## src/rtl/mem_port_arbiter.sv

```systemverilog
// Two-requester front end for the single AXI4-Lite master port of nano_rv32i.
// Fetch (read-only) and load/store are round-robin arbitrated; one transaction is in flight at a time.
module mem_port_arbiter #(
    parameter  int ADDR_W = 32,
    parameter  int DATA_W = 32,
    localparam int STRB_W = DATA_W / 8
) (
    input  logic              clk_i,
    input  logic              rst_n_i,
    input  logic              if_req_i,
    input  logic [ADDR_W-1:0] if_addr_i,
    output logic [DATA_W-1:0] if_rdata_o,
    output logic              if_ready_o,
    input  logic              ls_req_i,
    input  logic              ls_we_i,
    input  logic [ADDR_W-1:0] ls_addr_i,
    input  logic [DATA_W-1:0] ls_wdata_i,
    input  logic [STRB_W-1:0] ls_wstrb_i,
    output logic [DATA_W-1:0] ls_rdata_o,
    output logic              ls_ready_o,
    output logic              err_o,
    output logic [ADDR_W-1:0] m_axi_awaddr,
    output logic              m_axi_awvalid,
    input  logic              m_axi_awready,
    output logic [DATA_W-1:0] m_axi_wdata,
    output logic [STRB_W-1:0] m_axi_wstrb,
    output logic              m_axi_wvalid,
    input  logic              m_axi_wready,
    input  logic [1:0]        m_axi_bresp,
    input  logic              m_axi_bvalid,
    output logic              m_axi_bready,
    output logic [ADDR_W-1:0] m_axi_araddr,
    output logic              m_axi_arvalid,
    input  logic              m_axi_arready,
    input  logic [DATA_W-1:0] m_axi_rdata,
    input  logic [1:0]        m_axi_rresp,
    input  logic              m_axi_rvalid,
    output logic              m_axi_rready
);

    typedef enum logic [2:0] {
        S_IDLE    = 3'd0,
        S_WR_ADDR = 3'd1,
        S_WR_RESP = 3'd2,
        S_RD_ADDR = 3'd3,
        S_RD_DATA = 3'd4,
        S_RESP    = 3'd5
    } state_t;

    state_t              r_state;
    logic                r_last_grant;   // 1'b0 = fetch, 1'b1 = load/store
    logic                r_id;
    logic [ADDR_W-1:0]   r_addr;
    logic [DATA_W-1:0]   r_wdata;
    logic [STRB_W-1:0]   r_wstrb;
    logic                r_awvalid;
    logic                r_wvalid;
    logic                r_bready;
    logic                r_arvalid;
    logic                r_rready;
    logic [DATA_W-1:0]   r_if_rdata;
    logic [DATA_W-1:0]   r_ls_rdata;
    logic                r_if_ready;
    logic                r_ls_ready;
    logic                r_err;

    logic                w_any_req;
    logic                w_grant_ls;
    logic                w_aw_ok;
    logic                w_w_ok;

    // On a tie the requester that did not win last time is served.
    assign w_any_req  = if_req_i | ls_req_i;
    assign w_grant_ls = ls_req_i & (~if_req_i | ~r_last_grant);
    assign w_aw_ok    = ~r_awvalid | m_axi_awready;
    assign w_w_ok     = ~r_wvalid  | m_axi_wready;

    // Arbitration and AXI sequencing FSM; every output comes straight from a register.
    always_ff @(posedge clk_i or negedge rst_n_i) begin
        if (!rst_n_i) begin
            r_state      <= S_IDLE;
            r_last_grant <= 1'b1;
            r_id         <= 1'b0;
            r_addr       <= {ADDR_W{1'b0}};
            r_wdata      <= {DATA_W{1'b0}};
            r_wstrb      <= {STRB_W{1'b0}};
            r_awvalid    <= 1'b0;
            r_wvalid     <= 1'b0;
            r_bready     <= 1'b0;
            r_arvalid    <= 1'b0;
            r_rready     <= 1'b0;
            r_if_rdata   <= {DATA_W{1'b0}};
            r_ls_rdata   <= {DATA_W{1'b0}};
            r_if_ready   <= 1'b0;
            r_ls_ready   <= 1'b0;
            r_err        <= 1'b0;
        end else begin
            r_if_ready <= 1'b0;
            r_ls_ready <= 1'b0;
            r_err      <= 1'b0;
            case (r_state)
                S_IDLE: begin
                    if (w_any_req) begin
                        r_id         <= w_grant_ls;
                        r_last_grant <= w_grant_ls;
                        r_addr       <= w_grant_ls ? ls_addr_i : if_addr_i;
                        r_wdata      <= ls_wdata_i;
                        r_wstrb      <= ls_wstrb_i;
                        if (w_grant_ls && ls_we_i) begin
                            r_state   <= S_WR_ADDR;
                            r_awvalid <= 1'b1;
                            r_wvalid  <= 1'b1;
                        end else begin
                            r_state   <= S_RD_ADDR;
                            r_arvalid <= 1'b1;
                        end
                    end else begin
                        r_state <= S_IDLE;
                    end
                end
                S_WR_ADDR: begin
                    // AW and W retire independently, in either order.
                    if (m_axi_awready) begin
                        r_awvalid <= 1'b0;
                    end
                    if (m_axi_wready) begin
                        r_wvalid <= 1'b0;
                    end
                    if (w_aw_ok && w_w_ok) begin
                        r_state  <= S_WR_RESP;
                        r_bready <= 1'b1;
                    end
                end
                S_WR_RESP: begin
                    if (m_axi_bvalid) begin
                        r_bready   <= 1'b0;
                        r_err      <= (m_axi_bresp != 2'b00);
                        r_if_ready <= ~r_id;
                        r_ls_ready <= r_id;
                        r_state    <= S_RESP;
                    end
                end
                S_RD_ADDR: begin
                    if (m_axi_arready) begin
                        r_arvalid <= 1'b0;
                        r_rready  <= 1'b1;
                        r_state   <= S_RD_DATA;
                    end
                end
                S_RD_DATA: begin
                    if (m_axi_rvalid) begin
                        r_rready <= 1'b0;
                        if (r_id) begin
                            r_ls_rdata <= m_axi_rdata;
                        end else begin
                            r_if_rdata <= m_axi_rdata;
                        end
                        r_err      <= (m_axi_rresp != 2'b00);
                        r_if_ready <= ~r_id;
                        r_ls_ready <= r_id;
                        r_state    <= S_RESP;
                    end
                end
                S_RESP: begin
                    r_state <= S_IDLE;
                end
                default: begin
                    r_state   <= S_IDLE;
                    r_awvalid <= 1'b0;
                    r_wvalid  <= 1'b0;
                    r_bready  <= 1'b0;
                    r_arvalid <= 1'b0;
                    r_rready  <= 1'b0;
                end
            endcase
        end
    end

    assign if_rdata_o    = r_if_rdata;
    assign if_ready_o    = r_if_ready;
    assign ls_rdata_o    = r_ls_rdata;
    assign ls_ready_o    = r_ls_ready;
    assign err_o         = r_err;
    assign m_axi_awaddr  = r_addr;
    assign m_axi_awvalid = r_awvalid;
    assign m_axi_wdata   = r_wdata;
    assign m_axi_wstrb   = r_wstrb;
    assign m_axi_wvalid  = r_wvalid;
    assign m_axi_bready  = r_bready;
    assign m_axi_araddr  = r_addr;
    assign m_axi_arvalid = r_arvalid;
    assign m_axi_rready  = r_rready;

endmodule

```

## config.mk

```make
export PLATFORM = sky130hd
export DESIGN_NAME = mem_port_arbiter
export DESIGN_NICKNAME = d
export VERILOG_FILES = /design/src/rtl/mem_port_arbiter.sv
export SDC_FILE = /design/constraint.sdc
export NUM_CORES = 1
export LEC_CHECK = 0
export CORE_AREA = 2 2 124 126
export DETAILED_ROUTE_END_ITERATION = 7
export DIE_AREA = 0 0 126 128
export DONT_BUFFER_PORTS = 1
export GPL_TIMING_DRIVEN = 0
export HOLD_SLACK_MARGIN = 0.02
export PLACE_DENSITY_LB_ADDON = 0.08
export SLEW_MARGIN = 5
export SYNTH_ARGS = -nofsm -noshare
export SYNTH_HDL_FRONTEND = slang
export SYNTH_SLANG_ARGS = --single-unit
export TNS_END_PERCENT = 20
```

## constraint.sdc

```tcl
create_clock -name clk_i -period 4.3 [get_ports clk_i]
set_input_delay 0.43 -clock clk_i [delete_from_list [all_inputs] [get_ports clk_i]]
set_output_delay 0.43 -clock clk_i [all_outputs]
set_load 0.02 [all_outputs]
```

# == Word level (Yosys, flattened, before mapping) ==
# Index checks and enable logic that the tools add are counted.
# word_totals
register_bits,145
latchBits,0
ramBits,0
romBits,0
input_bits,146
out_inout_bits,172
word_cells,95
n_memories,0
# classes
add_sub_neg,0
multipliers,0
div_mod_pow,0
order_cmp,0
eq_ne,14
shifts,0
muxes,33
bitwise,14
n_reduce_logical,18
# op_table
cell,n
two-way mux 32 bit,1
"inequality test 2 bit, second input constant",9
two-way mux 1 bit,17
AND reduction 4 bit,4
OR reduction 4 bit,4
two-way mux 3 bit,5
one-hot mux 1 bit (3 select lines),5
one-hot mux 3 bit (5 select lines),1
AND reduction 3 bit,4
NOT 1 bit,9
"== test 3 x 2 -> 1 bit, second input constant",2
"== test 3 bit, second input constant",2
one-hot mux 1 bit (2 select lines),3
bitwise OR 1 bit,4
nonzero test 2 bit,2
"== test 3 x 1 -> 1 bit, second input constant",1
zero test 3 bit,1
logical AND 1 bit,2
two-way mux 2 bit,1
AND reduction 2 bit,1
bitwise AND 1 bit,1

# == Depth between registers and ports, before layout ==
# Gate-level depths: netlist of the first run.
# depth
ltp_word,7
ltp_mapped,6
depth_no_buf,4

# == Least setup slack after synthesis of the first run ==
# No wires, ideal clock.
# synth_timing
path_type,flip-flop to flip-flop
from,register r_state[1]
to,register r_wdata[20] (netlist: m_axi_wdata[20])
setup_time_ps,127
t_arrival_ps,1414
t_required_ps,4173
setup_slack_ps,2759
stages_incl_launch_ff,6
path_buffers,2
period_less_slack_ps,1541
cell_sequence,dfrtp_1 > nor3_2 > o21a_2 > buf_6 > buf_6 > mux2_1
# synth_via
elab_chain_cells,2
# synth_lines
item,line,text
"start, declared",50,state_t r_state;
"start signal, assigned",81,r_state <= S_IDLE;
"start signal, assigned",110,r_state <= S_WR_ADDR;
"start signal, assigned",114,r_state <= S_RD_ADDR;
zero test 3 bit,101,case (r_state)
AND reduction 2 bit (no line),-,
"end signal, assigned",85,r_wdata <= {DATA_W{1'b0}};
"end signal, assigned",107,r_wdata <= ls_wdata_i;
"end, declared",54,logic [DATA_W-1:0] r_wdata;
# No other way between the ends.
# A chain may end at the register's enable or synchronous reset.

# == Worst setup path after layout of the first run ==
# layout_timing
from,register r_state[0]
to,register r_wdata[24] (netlist: m_axi_wdata[24])
# The elaborated chain is that of the path after synthesis.

==> reports/results.tsv, run 1 <==
metric	value	unit
io pins	318	
Cells after Synth	460	
global router's overall resource usage	0.1741	
dpl cells	648	
worst r2r path cells	5	
peak supply drop	335.2	µV
main combinational cell family by area after synthesis	multiplexers	
detailed-route DRC error count	0	
# clock sinks	145	
area grow syn2layout	13.72	%
largest net degree at the start of global routing	146	
Avg WL per Cell	21.22	µm
pre-CTS WS	2472	ps
Max-slew headroom	0.5177	
Hold Path Class	input pin to async pin	
post-synthesis adder-cell area fraction	0	
critical path arrival	2090	ps
global-route wire length before repair	21.50	mm
most frequent cell after synthesis	dfrtp_1	
top-area cell type share of the netlist area	0.5861	
Synth Area in XOR/XNOR	0	
sequential cell area	3630	µm²
Synth Area in Simple Gates	0.04396	
final-stage net count	626	
diode count	0	
die height	128	µm
Net Count, Synth	606	
GRT overflow	0	
Final Non-Filler Cells	680	
Startpoint Class	flop	
number of setup buffers added after CTS	0	
crit-path max FO	10	
CP Buf/Inv Count	2	
fin crit share	0.4167	
vias in the first global route	3765	
layout cell share with drive strength beyond 1	0.3577	
Main synth FF type	dfrtp_1	
Fin. Hold Viols	0	
GP Congestion	0.8146	
Final Skew	7.462	ps
Ys Warns	0	
asr flop ratio synth	1.000	
die footprint	16130	µm²
r2r endpoint	m_axi_wdata[24]	
PD cells	929.0	nW/µm²
Max Transition Viols Final	0	
Rows	45	
synth top area cells	dfrtp_1, mux2_2, buf_4	
CP max-delay cell	dfrtp_1	
Seq/Total Area, Yosys	0.5904	
top post-synthesis cells by count	dfrtp_1, mux2_2, buf_4	
worst slew pin tran	723.5	ps
most frequent CP cell	buf_6	
DR vias/cell	5.306	
Sum Neg Setup Slack	0	ps
final setup fails	0	
compound-cell area share of the yosys netlist	0.05698	
Pre-Repair DR Iteration Count	4	
total CTS buffers	17	
WL final	14.43	mm
Clk Latency, worst-skew pair	410	ps
critical path capture point type	flop	
initial antenna violation count	0	
syn avg cell area	13.37	µm²
CTS tree	done	
Max Root-Sink Buffers	2	
Final min period	1792	ps
post-cts gate resize count	0	
Layout Utilization	0.4704	
total power	6.495	mW
multi-input combinational cell area	2067	µm²
dominant cell type by area after synthesis	dfrtp_1	
DR iter-0 viols	110	
WS Path Type	flop to flop	
fillers	1372	
DP Wirelength	10.59	mm
Worst Path Required	4590	ps
worst setup margin	2508	ps
status	finished clean	
slowest stage delay, CP	430	ps
H-tree Lvls	4	
Core Box Area	14860	µm²
Distinct cells, synth	35	
Vias	3608	
Cell Chain, Critical Path	nor3_2 > o21a_2 > buf_6 > buf_6 > mux2_1	
synthesized area	6148	µm²
Starting Density	0.4136	
root buf cell	clkbuf_16	
EDFF count, synth	0	
Reg-to-Reg Start	r_state[0]	
hold_buf cts	1	
FF+latch count, synth	145	
Die W	126	µm
Leak Pwr	3.128	nW
Max Cap Violations	0	
RSZ-0062 raised after global routing	false	
input/output buffers	0	
Worst-path clk slew	60	ps
Post-DRT Antenna Nets	0	
f_max	558.1	MHz
reg-to-reg slack, setup	2510	ps
mux contribution to synthesized area	0.2352	
delay-heaviest family, CP	flip-flops	
[worst max path at each step]
stage / startpoint / end / cells past startpoint
after detailed placement: r_state[1] / m_axi_wdata[24] / 5
final: r_state[0] / m_axi_wdata[24] / 5
after floorplan: r_state[1] / m_axi_wdata[20] / 5
after global routing: r_state[0] / m_axi_wdata[20] / 5
after CTS: r_state[1] / m_axi_wdata[20] / 5
after global placement: r_state[1] / m_axi_wdata[30] / 5
[worst register-to-register path, delay by kind of cell (launching register included)]
family / cells / cell delay [ps]
buffers and inverters: 2 / 320
and+or+nand+nor: 1 / 340
muxes: 1 / 340
DFF: 1 / 430
AOI/OAI and AO/OA: 1 / 250
[flip-flops by register name, indices dropped and copies added, names as in the netlist]
register,flops
m_axi_awvalid,1
m_axi_rready,1
m_axi_arvalid,1
m_axi_bready,1
r_state,3
if_ready_o,1
ls_rdata_o,32
r_id,1
ls_ready_o,1
if_rdata_o,32
m_axi_wstrb,4
err_o,1
m_axi_wvalid,1
m_axi_araddr,32
m_axi_wdata,32
r_last_grant,1
[logic make-up after synthesis]
logic type / after synthesis
mux: 132
compound gates: 59
simple gates: 61
flops: 145
buf+inv: 63
[power breakdown]
group,leakage (nW),switching (mW),internal [mW]
sequential,1.76,1.34,2.03
combinational,1.09,0.809,0.863
clock,0.278,0.552,0.895
[routing by layer]
layer	vias to the layer above	global-route usage	wire, µm	part of all wire
li1	1606	-	-	-
met1	1809	0.1928	5365	0.37
met2	183	0.2963	7439	0.52
met3	10	0.08431	1481	0.10
met4	0	0.05559	145	0.010
met5	-	0	0	0
[stage by stage]
stage	instance area [µm²]	hold WS [ps]
after global placement	6384	137.4
final	6992	4.112
after CTS	6992	39.36
after global routing	6992	58.48
after floorplan	6148	134.4
after detailed placement	6384	137.0
[layout make-up]
| class | instances | area share |
|---|---|---|
| sequential | 145 | 0.5191 |
| timing repair buffer | 1 | 0.003937 |
| buffer | 56 | 0.06084 |
| clock inverter | 9 | 0.01521 |
| multi-input combinational | 252 | 0.2956 |
| tap | 188 | 0.03364 |
| inverter | 7 | 0.003758 |
| clock buffer | 22 | 0.06782 |
[layout by cell type, fill, tap and decap left out, types with 5 or more instances in the layout]
cell type	instances
mux2i_1	32
dfrtp_1	144
clkbuf_16	17
a21oi_1	35
mux2_2	88
mux2_1	12
buf_4	44
inv_1	7
nand2_1	11
nor2_1	35
buf_6	6
o21ai_0	5
No activity file was read; power rests on OpenSTA's default activity.
==> inputs of run 2 (changes only) <==
Clock period 4.3 ns to 1.8 ns, I/O delays scaled along.
==> run 2 against run 1 <==
  * The flow now stops in 4_1_cts
  * Synthesized area is the same
  * Synthesized cell count is the same
==> reports/results.tsv, run 2 <==
metric	value	unit	change
number of setup buffers added after CTS	0		unchanged
main combinational cell family by area after synthesis	multiplexers		
Main synth FF type	dfrtp_1		
First Error	[ERROR RSZ-0060] Max buffer count reached.		
root buf cell	clkbuf_16		
top-area cell type share of the netlist area	0.5861		unchanged
hold_buf cts	137		+136
input/output buffers	0		unchanged
post-synthesis adder-cell area fraction	0		unchanged
Die W	126	µm	unchanged
Distinct cells, synth	35		unchanged
EDFF count, synth	0		unchanged
syn avg cell area	13.37	µm²	unchanged
post-cts gate resize count	1		+1
total CTS buffers	17		unchanged
Stopped at	4_1_cts		
Synth Area in XOR/XNOR	0		unchanged
dominant cell type by area after synthesis	dfrtp_1		
FF+latch count, synth	145		unchanged
Cells after Synth	460		unchanged
die height	128	µm	unchanged
io pins	318		unchanged
status	stopped before the end		
H-tree Lvls	4		unchanged
Starting Density	0.4136		unchanged
Rows	45		unchanged
synth top area cells	dfrtp_1, mux2_2, buf_4		
most frequent cell after synthesis	dfrtp_1		
GP Congestion	0.8146		unchanged
top post-synthesis cells by count	dfrtp_1, mux2_2, buf_4		
Seq/Total Area, Yosys	0.5904		unchanged
mux contribution to synthesized area	0.2352		unchanged
synthesized area	6148	µm²	unchanged
compound-cell area share of the yosys netlist	0.05698		unchanged
Ys Warns	0		unchanged
# clock sinks	145		unchanged
asr flop ratio synth	1.000		unchanged
Net Count, Synth	606		unchanged
pre-CTS WS	-27.64	ps	-2500 ps
Synth Area in Simple Gates	0.04396		unchanged
DP Wirelength	10.59	mm	unchanged
Max Root-Sink Buffers	2		unchanged
==> run 2: cell counts after synthesis <==
Identical to the previous run, type by type.
==> run 2: kinds of logic after synthesis <==
logic type | Yosys count
AOI/OAI and AO/OA | 59
DFF | 145
muxes | 132
and+or+nand+nor | 61
buffers and inverters | 63
==> run 2: metrics by stage <==
stage                     std cells  setup TNS (ps)    util  hold slack [ps]  cell area [µm²]
after global placement          648          -18.40  0.4295           -112.6             6384
after floorplan                 460               0       -           -115.6             6148
after detailed placement        648          -198.4  0.4295           -113.0             6384
==> inputs of run 3 (changes only) <==
Settings changed: CORE_AREA 2 2 124 126 to not set, CORE_MARGIN set to 2, CORE_UTILIZATION set to 40, DIE_AREA 0 0 126 128 to not set, HOLD_SLACK_MARGIN 0.02 to not set, PLACE_DENSITY_LB_ADDON 0.08 to 0.15.
==> run 3 against run 2 <==
  * The flow now finishes, with violations (hold timing)
==> reports/results.tsv, run 3 (synthesis results as in run 1) <==
metric	value	unit	change
worst slew pin tran	395.5	ps	
Die W	128.0	µm	+1.6%
delay-heaviest family, CP	buffers and inverters		
total CTS buffers	17		unchanged
CTS tree	done		
GRT overflow	0		
worst hold slack	-541.0	ps	
Hold Path Class	input pin to async pin		
Cell Chain, Critical Path	a21boi_1 > buf_4 > mux2i_1 > dlygate4sd3_1 > a21oi_1		
PD cells	1955	nW/µm²	
Max Root-Sink Buffers	2		unchanged
detailed-route DRC error count	0		
slowest stage delay, CP	560	ps	
initial antenna violation count	0		
WL final	16.51	mm	
die height	128.0	µm	about the same
GP Congestion	0.7458		-8.4%
Clk Latency, worst-skew pair	410	ps	
largest net degree at the start of global routing	146		
Combinational Power Share	0.262		
Max Cap Violations	0		
critical path capture point type	flop		
Worst-path clk slew	60	ps	
commonest non-fill, non-tap cell in the layout	dfrtp_1		
fin crit share	0.9507		
Final Skew	7.063	ps	
Vias	4144		
peak supply drop	730.0	µV	
Leak Pwr	3.730	nW	
f_max	584.4	MHz	
Avg WL per Cell	20.29	µm	
worst setup margin	88.81	ps	
Net Sw Frac	0.4064		
io pins	318		unchanged
root buf cell	clkbuf_16		
# clock sinks	145		unchanged
most frequent cells in the layout	dfrtp_1, dlygate4sd3_1, mux2_2		
Core Box Area	15090	µm²	
Max Transition Viols Final	0		
Pint	9.769	mW	
H-tree Lvls	4		unchanged
total power	16.46	mW	
status	finished with violations		
Pre-Repair DR Iteration Count	4		
DR iter-0 viols	123		
final setup fails	0		
CP Buf/Inv Count	2		
WS Path Type	flop to flop		
failing checks	hold timing		
Max-slew headroom	0.7363		
global router's overall resource usage	0.2017		
crit-path max FO	9		
diode count	0		
Startpoint Class	flop		
die footprint	16380	µm²	
Post-DRT Antenna Nets	0		
fillers	1274		
dpl cells	648		unchanged
final-stage net count	759		
input/output buffers	0		unchanged
Rows	45		unchanged
clock power share	0.242		
DP Wirelength	11.19	mm	+5.7%
Fin. Hold Viols	145		
Final Non-Filler Cells	814		
Worst Path Required	2140	ps	
critical path arrival	2050	ps	
pre-CTS WS	-72.36	ps	-44.72 ps
Flop pwr share	0.496		
vias in the first global route	4477		
layout cell share with drive strength beyond 1	0.2955		
global-route wire length before repair	25.03	mm	
DR vias/cell	5.091		
Final min period	1711	ps	
RSZ-0062 raised after global routing	false		
area grow syn2layout	36.89	%	
CP max-delay cell	dlygate4sd3_1		
NetSw	6.688	mW	
Starting Density	0.4075		-0.006174
==> run 3: what timing repair did <==
item                                    4_1_cts  5_1_grt
buffers inserted                              1        2
hold buffers                                130        2
resized for setup                             2        4
hold endpoints to repair                    280      147
endpoints found under the setup margin       30       52
pin swaps                                     1        2
==> run 3: through the flow <==
step / area [µm²] / TNS [ps] / util
2_1_floorplan: 6148 / 0 / -
3_3_place_gp: 6384 / 0 / 0.4231
3_5_place_dp: 6384 / -1938 / 0.4231
4_1_cts: 8381 / 0 / 0.5554
5_1_grt: 8417 / 0 / 0.5578
6_report: 8417 / 0 / 0.5578
==> run 3: final timing paths <==
path	start	end	slack [ps]	cells past startpoint
worst max-delay path	r_last_grant	m_axi_araddr[24]	90	5
worst min-delay path	rst_n_i	m_axi_wdata[9]	-540	0
worst max register to register	r_last_grant	m_axi_araddr[24]	90	5
max in group asynchronous	rst_n_i	r_last_grant	2130	0
min in group clk_i	m_axi_rresp[0]	err_o	0	2
worst min register to register	r_id	ls_ready_o	610	1
==> run 3: routing by layer <==
layer | track usage | up-vias | share of wire
li1 | - | 1880 | -
met4 | 0.06981 | 0 | 0.017
met1 | 0.2118 | 2061 | 0.36
met3 | 0.08389 | 17 | 0.094
met5 | 0 | - | 0
met2 | 0.3636 | 186 | 0.52
==> run 3: power groups by stage <==
stage	combinational, mW	clock [mW]	sequential, mW
5_1_grt	4.73	4.24	8.37
3_5_place_dp	4.05	0	8.19
4_1_cts	4.32	4.10	8.16
2_1_floorplan	3.47	0	7.64
6_report	4.31	3.99	8.16
3_3_place_gp	3.92	0	8.15
==> run 3: final cells by class <==
class | count | area (µm²) | share of cell area
Inverter | 7 | 26.28 | 0.003122
Clock buffer | 21 | 480.5 | 0.05708
Multi-Input combinational cell | 252 | 2086 | 0.2478
Tap cell | 188 | 235.2 | 0.02795
Buffer | 56 | 425.4 | 0.05054
Timing Repair Buffer | 134 | 1334 | 0.1585
Sequential cell | 145 | 3632 | 0.4315
Clock inverter | 11 | 197.7 | 0.02349
==> run 3: worst reg2reg max path: stages (launching register included) <==
cell,delay [ps]
dfstp_2,550
a21boi_1,70
buf_4,180
mux2i_1,130
dlygate4sd3_1,560
a21oi_1,140
